===== config.mk =====
export PLATFORM = sky130hd
export DESIGN_NAME = lorenz_fx_stream
export DESIGN_NICKNAME = d
export VERILOG_FILES = /design/src/rtl/lorenz_pkg.sv /design/src/rtl/lorenz_fx_mul.sv /design/src/rtl/lorenz_fx_stream.sv
export SDC_FILE = /design/constraint.sdc
export NUM_CORES = 2
export LEC_CHECK = 0
export ABC_AREA = 1
export CAP_MARGIN = 15
export CELL_PAD_IN_SITES_DETAIL_PLACEMENT = 0
export CELL_PAD_IN_SITES_GLOBAL_PLACEMENT = 2
export CORE_UTILIZATION = 30
export CTS_CLUSTER_SIZE = 25
export DETAILED_ROUTE_END_ITERATION = 6
export PLACE_DENSITY_LB_ADDON = 0.1
export SYNTH_ARGS = -nofsm -noshare
export SYNTH_HDL_FRONTEND = slang
export SYNTH_HIERARCHICAL = 1
export SYNTH_SLANG_ARGS = --single-unit

===== constraint.sdc =====
create_clock -name clk -period 11.7 [get_ports clk]
set_input_delay 1.17 -clock clk [delete_from_list [all_inputs] [get_ports clk]]
set_output_delay 1.17 -clock clk [all_outputs]
set_load 0.01 [all_outputs]

===== src/rtl/lorenz_pkg.sv =====
// lorenz_pkg
// Shared definitions for the fixed-point Lorenz generator:
//   - lz_state_e : sequencer states (IDLE, C1..C6, EMIT)
//   - to_q       : integer -> Q-format helper used for the coefficient defaults
//   - default SIGMA/RHO/BETA coefficients, given as integer or ratio terms
//   - lz_reduce  : narrows a wide signed value to w bits, either by wrapping
//                  (keep the low w bits) or by saturating, and reports a clip
package lorenz_pkg;

   typedef enum logic [2:0] {
      ST_IDLE = 3'd0,
      ST_C1   = 3'd1,
      ST_C2   = 3'd2,
      ST_C3   = 3'd3,
      ST_C4   = 3'd4,
      ST_C5   = 3'd5,
      ST_C6   = 3'd6,
      ST_EMIT = 3'd7
   } lz_state_e;

   // Default coefficients: sigma = 10, rho = 28, beta = 8/3 (truncated in Q).
   localparam int LZ_SIGMA_INT = 10;
   localparam int LZ_RHO_INT   = 28;
   localparam int LZ_BETA_NUM  = 8;
   localparam int LZ_BETA_DEN  = 3;

   typedef struct packed {
      logic              clip;
      logic signed [63:0] val;
   } lz_red_t;

   function automatic longint to_q(input int ival, input int frac);
      return longint'(ival) <<< frac;
   endfunction

   // Result is sign-extended into 64 bits; callers keep the low w bits.
   function automatic lz_red_t lz_reduce(input logic signed [127:0] v,
                                         input int                  w,
                                         input bit                  sat_en);
      logic signed [127:0] maxv;
      logic signed [127:0] minv;
      logic signed [127:0] wr;
      lz_red_t             r;
      maxv   = (128'sd1 <<< (w - 1)) - 128'sd1;
      minv   = -(128'sd1 <<< (w - 1));
      wr     = (v <<< (128 - w)) >>> (128 - w);
      r.clip = 1'b0;
      r.val  = wr[63:0];
      if (sat_en) begin
         if (v > maxv) begin
            r.val  = maxv[63:0];
            r.clip = 1'b1;
         end else if (v < minv) begin
            r.val  = minv[63:0];
            r.clip = 1'b1;
         end
      end
      return r;
   endfunction

endpackage


===== src/rtl/lorenz_fx_mul.sv =====
// lorenz_fx_mul
// Signed (W+1)x(W+1) multiplier with a registered product (1-cycle latency).
// Ports:
//   clk, reset : clock, synchronous active-high reset (clears the product)
//   a_i, b_i   : signed W+1 bit operands
//   p_o        : signed 2W+2 bit product of the operands from the previous cycle
module lorenz_fx_mul #(
   parameter int W = 32
) (
   input  logic                  clk,
   input  logic                  reset,
   input  logic signed [W:0]     a_i,
   input  logic signed [W:0]     b_i,
   output logic signed [2*W+1:0] p_o
);

   logic signed [2*W+1:0] p_q;
   logic signed [2*W+1:0] p_d;

   always_comb begin
      p_d = $signed({{(W+1){a_i[W]}}, a_i}) * $signed({{(W+1){b_i[W]}}, b_i});
   end

   always_ff @(posedge clk) begin
      if (reset) begin
         p_q <= '0;
      end else begin
         p_q <= p_d;
      end
   end

   assign p_o = p_q;

endmodule


===== src/rtl/lorenz_fx_stream.sv =====
// lorenz_fx_stream
// Fixed-point Lorenz chaotic-sequence generator. Each step is a forward-Euler
// update of dx=S(y-x), dy=x(R-z)-y, dz=xy-Bz, computed over six cycles with a
// single registered multiplier; finished samples go out on a valid/ready stream.
//
// Ports:
//   clk, reset             : clock, synchronous active-high reset
//   start_i                : pulse; latches seeds and begins a run (only in IDLE)
//   seed_x/y/z_i           : initial state, sampled on an accepted start
//   out_valid_o            : sample available (held until accepted)
//   out_ready_i            : consumer accept
//   x/y/z_out_o            : current state; frozen while out_valid_o is high
//   busy_o                 : high from accepted start until the run ends
//   done_o                 : one-cycle pulse after the final sample is accepted
//   sat_flag_o             : sticky clip indicator
//
// Build option LORENZ_SAT_EN: when defined, every narrowing to W bits saturates
// and sat_flag_o records any clip (cleared by reset or an accepted start).
// When undefined, narrowing wraps and sat_flag_o is constant 0.
//
// state   | meaning
// IDLE    | waiting for start, outputs hold last sample
// C1      | mul S*(y-x)
// C2      | dx <= p>>>F ; mul x*(R-z)
// C3      | dy <= (p>>>F)-y ; mul x*y
// C4      | t <= p>>>F ; mul B*z
// C5      | dz <= t-(p>>>F)
// C6      | x/y/z += d>>>H_SHIFT ; warm-up left ? C1 : EMIT
// EMIT    | out_valid high, wait for accept
module lorenz_fx_stream
   import lorenz_pkg::*;
#(
   parameter int                 W       = 32,
   parameter int                 F       = 24,
   parameter int                 H_SHIFT = 8,
   parameter logic signed [W-1:0] SIGMA  = W'(to_q(LZ_SIGMA_INT, F)),
   parameter logic signed [W-1:0] RHO    = W'(to_q(LZ_RHO_INT, F)),
   parameter logic signed [W-1:0] BETA   = W'(to_q(LZ_BETA_NUM, F) / LZ_BETA_DEN),
   parameter int                 SKIP    = 0,
   parameter int                 NSAMP   = 65536
) (
   input  logic                clk,
   input  logic                reset,
   input  logic                start_i,
   input  logic signed [W-1:0] seed_x_i,
   input  logic signed [W-1:0] seed_y_i,
   input  logic signed [W-1:0] seed_z_i,
   output logic                out_valid_o,
   input  logic                out_ready_i,
   output logic signed [W-1:0] x_out_o,
   output logic signed [W-1:0] y_out_o,
   output logic signed [W-1:0] z_out_o,
   output logic                busy_o,
   output logic                done_o,
   output logic                sat_flag_o
);

   localparam int PW = 2 * W + 2;

   lz_state_e state_q, state_d;
   logic signed [W-1:0] x_q, x_d, y_q, y_d, z_q, z_d;
   logic signed [W-1:0] dx_q, dx_d, dy_q, dy_d, dz_q, dz_d, t_q, t_d;
   logic [15:0]         skip_q, skip_d;
   logic [16:0]         samp_q, samp_d;
   logic                done_q, done_d;
   logic                clip;
   logic                start_acc;

   logic signed [W:0]    mul_a, mul_b;
   logic signed [PW-1:0] p;
   logic signed [W:0]    y_m_x, rho_m_z;
   logic signed [127:0]  p_ext, p_sh;
   lz_red_t              red_ps, red_dy, red_dz, red_x, red_y, red_z;

   function automatic logic signed [127:0] sx(input logic signed [W-1:0] v);
      return {{(128 - W){v[W-1]}}, v};
   endfunction

`ifdef LORENZ_SAT_EN
   localparam bit SAT_EN = 1'b1;
   logic sat_q, sat_d;

   always_comb begin
      sat_d = sat_q | clip;
      if (start_acc) begin
         sat_d = 1'b0;
      end
   end

   always_ff @(posedge clk) begin
      if (reset) begin
         sat_q <= 1'b0;
      end else begin
         sat_q <= sat_d;
      end
   end

   assign sat_flag_o = sat_q;
`else
   localparam bit SAT_EN = 1'b0;
   assign sat_flag_o = 1'b0;
`endif

   lorenz_fx_mul #(.W(W)) u_mul (
      .clk   (clk),
      .reset (reset),
      .a_i   (mul_a),
      .b_i   (mul_b),
      .p_o   (p)
   );

   // Differences feed the multiplier at W+1 bits so they never overflow.
   assign y_m_x   = {y_q[W-1], y_q} - {x_q[W-1], x_q};
   assign rho_m_z = {RHO[W-1], RHO} - {z_q[W-1], z_q};
   assign p_ext   = {{(128 - PW){p[PW-1]}}, p};
   assign p_sh    = p_ext >>> F;

   always_comb begin
      red_ps = lz_reduce(p_sh, W, SAT_EN);
      red_dy = lz_reduce(p_sh - sx(y_q), W, SAT_EN);
      red_dz = lz_reduce(sx(t_q) - p_sh, W, SAT_EN);
      red_x  = lz_reduce(sx(x_q) + (sx(dx_q) >>> H_SHIFT), W, SAT_EN);
      red_y  = lz_reduce(sx(y_q) + (sx(dy_q) >>> H_SHIFT), W, SAT_EN);
      red_z  = lz_reduce(sx(z_q) + (sx(dz_q) >>> H_SHIFT), W, SAT_EN);
   end

   always_comb begin
      state_d   = state_q;
      x_d       = x_q;
      y_d       = y_q;
      z_d       = z_q;
      dx_d      = dx_q;
      dy_d      = dy_q;
      dz_d      = dz_q;
      t_d       = t_q;
      skip_d    = skip_q;
      samp_d    = samp_q;
      done_d    = 1'b0;
      clip      = 1'b0;
      start_acc = 1'b0;
      mul_a     = '0;
      mul_b     = '0;

      case (state_q)
         ST_IDLE: begin
            if (start_i) begin
               start_acc = 1'b1;
               x_d       = seed_x_i;
               y_d       = seed_y_i;
               z_d       = seed_z_i;
               skip_d    = 16'(SKIP);
               samp_d    = 17'(NSAMP);
               state_d   = ST_C1;
            end
         end
         ST_C1: begin
            mul_a   = {SIGMA[W-1], SIGMA};
            mul_b   = y_m_x;
            state_d = ST_C2;
         end
         ST_C2: begin
            dx_d    = red_ps.val[W-1:0];
            clip    = red_ps.clip;
            mul_a   = {x_q[W-1], x_q};
            mul_b   = rho_m_z;
            state_d = ST_C3;
         end
         ST_C3: begin
            dy_d    = red_dy.val[W-1:0];
            clip    = red_dy.clip;
            mul_a   = {x_q[W-1], x_q};
            mul_b   = {y_q[W-1], y_q};
            state_d = ST_C4;
         end
         ST_C4: begin
            t_d     = red_ps.val[W-1:0];
            clip    = red_ps.clip;
            mul_a   = {BETA[W-1], BETA};
            mul_b   = {z_q[W-1], z_q};
            state_d = ST_C5;
         end
         ST_C5: begin
            dz_d    = red_dz.val[W-1:0];
            clip    = red_dz.clip;
            state_d = ST_C6;
         end
         ST_C6: begin
            x_d  = red_x.val[W-1:0];
            y_d  = red_y.val[W-1:0];
            z_d  = red_z.val[W-1:0];
            clip = red_x.clip | red_y.clip | red_z.clip;
            // Warm-up steps are counted down only once, right after start.
            if (skip_q != 16'd0) begin
               skip_d  = skip_q - 16'd1;
               state_d = ST_C1;
            end else begin
               state_d = ST_EMIT;
            end
         end
         ST_EMIT: begin
            if (out_ready_i) begin
               state_d = ST_C1;
               if (NSAMP != 0) begin
                  samp_d = samp_q - 17'd1;
                  if (samp_q == 17'd1) begin
                     state_d = ST_IDLE;
                     done_d  = 1'b1;
                  end
               end
            end
         end
         default: state_d = ST_IDLE;
      endcase
   end

   always_ff @(posedge clk) begin
      if (reset) begin
         state_q <= ST_IDLE;
         x_q     <= '0;
         y_q     <= '0;
         z_q     <= '0;
         dx_q    <= '0;
         dy_q    <= '0;
         dz_q    <= '0;
         t_q     <= '0;
         skip_q  <= '0;
         samp_q  <= '0;
         done_q  <= 1'b0;
      end else begin
         state_q <= state_d;
         x_q     <= x_d;
         y_q     <= y_d;
         z_q     <= z_d;
         dx_q    <= dx_d;
         dy_q    <= dy_d;
         dz_q    <= dz_d;
         t_q     <= t_d;
         skip_q  <= skip_d;
         samp_q  <= samp_d;
         done_q  <= done_d;
      end
   end

   assign out_valid_o = (state_q == ST_EMIT);
   assign busy_o      = (state_q != ST_IDLE);
   assign done_o      = done_q;
   assign x_out_o     = x_q;
   assign y_out_o     = y_q;
   assign z_out_o     = z_q;

endmodule


==> flow_summary.json <==
{
  "powerDensity_nw_per_um2": 108.5,
  "dpl_cell_area_um2": 67930,
  "setup_viol": 0,
  "num_rows": 167,
  "multi_input_area_um2": 47030,
  "clock_latency_ps": 630,
  "reg2reg_to": "u_mul/p_o[40]",
  "cts_resized": 0,
  "gp_congestion": 0.9071,
  "nets": 10880,
  "layout_common_cells": "nand2_1, inv_1, fa_1",
  "clockBufferDepth": 3,
  "drt-wirelength-per-cell_um": 22.34,
  "nFillCells": 22733,
  "synthToLayoutAreaGrowth_pct": 10.67,
  "setup_tns_ps": 0,
  "syn_nets": 10901,
  "criticalPathCategory": "reg2reg",
  "design_area_um2": 69230,
  "cp_max_fo": 24,
  "grt_max_degree": 93,
  "clock-root-buffer": "clkbuf_16",
  "path_common_cell": "inv_1",
  "path_clk_slew_ps": 60,
  "drtIter0Drc": 3193,
  "min_to": "samp_q[13]",
  "numClockSinks": 269,
  "grt_pass1_vias": 59949,
  "maxSlewViolCount": 0,
  "slowest_stage": "nand3_1",
  "via_per_inst": 4.653,
  "reg2reg_slack_ps": 1530,
  "port_buffers": 198,
  "grtUsageTotal": 0.2603,
  "layout_commonest_cell": "nand2_1",
  "drv_cap": 0,
  "dp_cells": 12106,
  "slew-limit-headroom": 0.2602,
  "hold_buffers": 0,
  "grt_pass1_wl_um": 402000,
  "cp.required_ps": 12190,
  "dieArea_um2": 210400,
  "status": "complete, no violations",
  "critPathLaunchType": "flop",
  "end_kind": "flop",
  "worst_pin_slew_ps": 1110,
  "skew_ps": 29.47,
  "hold_viol": 0,
  "fmaxAchievable_ghz": 0.09833,
  "netlist_instances": 9379,
  "slowest_delay_ps": 550,
  "hpwlAfterDp_um": 220300,
  "timing.final.crit_share": 0.8692,
  "instances_no_fill": 12177,
  "leakage_nw": 40.30,
  "finalWirelength_um": 272100,
  "register_area_um2": 5385,
  "rsz0062_at_grt": "false",
  "reg2reg_depth": 43,
  "antenna_found_initial": 4,
  "fin_util": 0.3344,
  "die_w_um": 458.6,
  "hold_path.class": "reg2reg",
  "io_pins": 200,
  "worstPathArrival_ps": 10660,
  "core_region_area_um2": 207100,
  "worstHoldStart": "samp_q[13]",
  "cts_made_buffers": 38,
  "cts_tree": "built",
  "gr-total-overflow": 0,
  "start_util": 0.3021,
  "route.detailed.drc": 0,
  "yosys_warnings": 6,
  "hold_path_depth": 1,
  "drive_above_1_share": 0.03430,
  "synth_area_um2": 62560,
  "die_h_um": 458.6,
  "antenna_left": 0,
  "vias": 56657,
  "cts_post_setup_buffers_inserted": 0,
  "htreeDepth": 2,
  "synth.avg_cell_area_um2": 6.670,
  "fin_crit_ps": 10170,
  "crit-reg2reg-launch": "y_out_o[0]",
  "peakVddDrop_mv": 0.1042,
  "firstDrtPassIters": 5
}
worst max-delay path by stage:
stage / startpoint / endpoint / cells after the start
2_1_floorplan: y_out_o[0] / u_mul/p_o[54] / 37
3_3_place_gp: y_out_o[0] / u_mul/p_o[40] / 43
3_5_place_dp: y_out_o[0] / u_mul/p_o[40] / 43
4_1_cts: y_out_o[0] / u_mul/p_o[40] / 43
5_1_grt: y_out_o[0] / u_mul/p_o[40] / 43
6_report: y_out_o[0] / u_mul/p_o[40] / 43
flip-flops by register name (all words and copies together) (netlist names), 16 cells and up:
name,count
y_out_o,32
dx_q,24
t_q,32
u_mul/p_o,32
dy_q,24
x_out_o,32
z_out_o,32
dz_q,24
skip_q,16
samp_q,17
worst max-delay path, delay by kind of cell (launching register included):
| kind | cells | cell delay [ps] |
|---|---|---|
| AOI/OAI and AO/OA | 1 | 540 |
| adders and majority gates | 11 | 4910 |
| buffers and inverters | 11 | 1130 |
| DFF | 1 | 410 |
| and+or+nand+nor | 20 | 2990 |
cell type report:
type	count	area share
diodes	2	0.00007229
clock buffers	49	0.01536
multi-input cells	6296	0.6793
flip-flops and latches	269	0.07778
inverters	2441	0.1324
repair buffers	312	0.04119
clock inverters	20	0.003470
well taps	2788	0.05038
per-stage QoR:
step / power, mW / worst slack [ps] / hold WS (ps)
global placement: 6.273 / 1566 / 443.1
CTS: 7.601 / 1506 / 460.7
global route: 8.134 / 994.4 / 480.6
detailed placement: 6.266 / 1548 / 452.6
floorplan: 4.234 / 3540 / 423.5
finish: 7.513 / 1530 / 462.2
metal layers:
layer | GRT usage | vias up | part of all wire
met1 | 0.3401 | 27903 | 0.45
met5 | 0 | - | 0.00015
met4 | 0.07212 | 6 | 0.030
met3 | 0.01785 | 259 | 0.034
li1 | - | 27287 | -
met2 | 0.4593 | 1202 | 0.49
where the power goes:
group | switching (mW) | total [mW] | internal, mW
Combinational | 3.48 | 4.99 | 1.51
Clock | 0.545 | 1.28 | 0.736
Sequential | 0.223 | 1.24 | 1.02
Total | 4.25 | 7.51 | 3.26
Power figures use the tool's default switching activity.
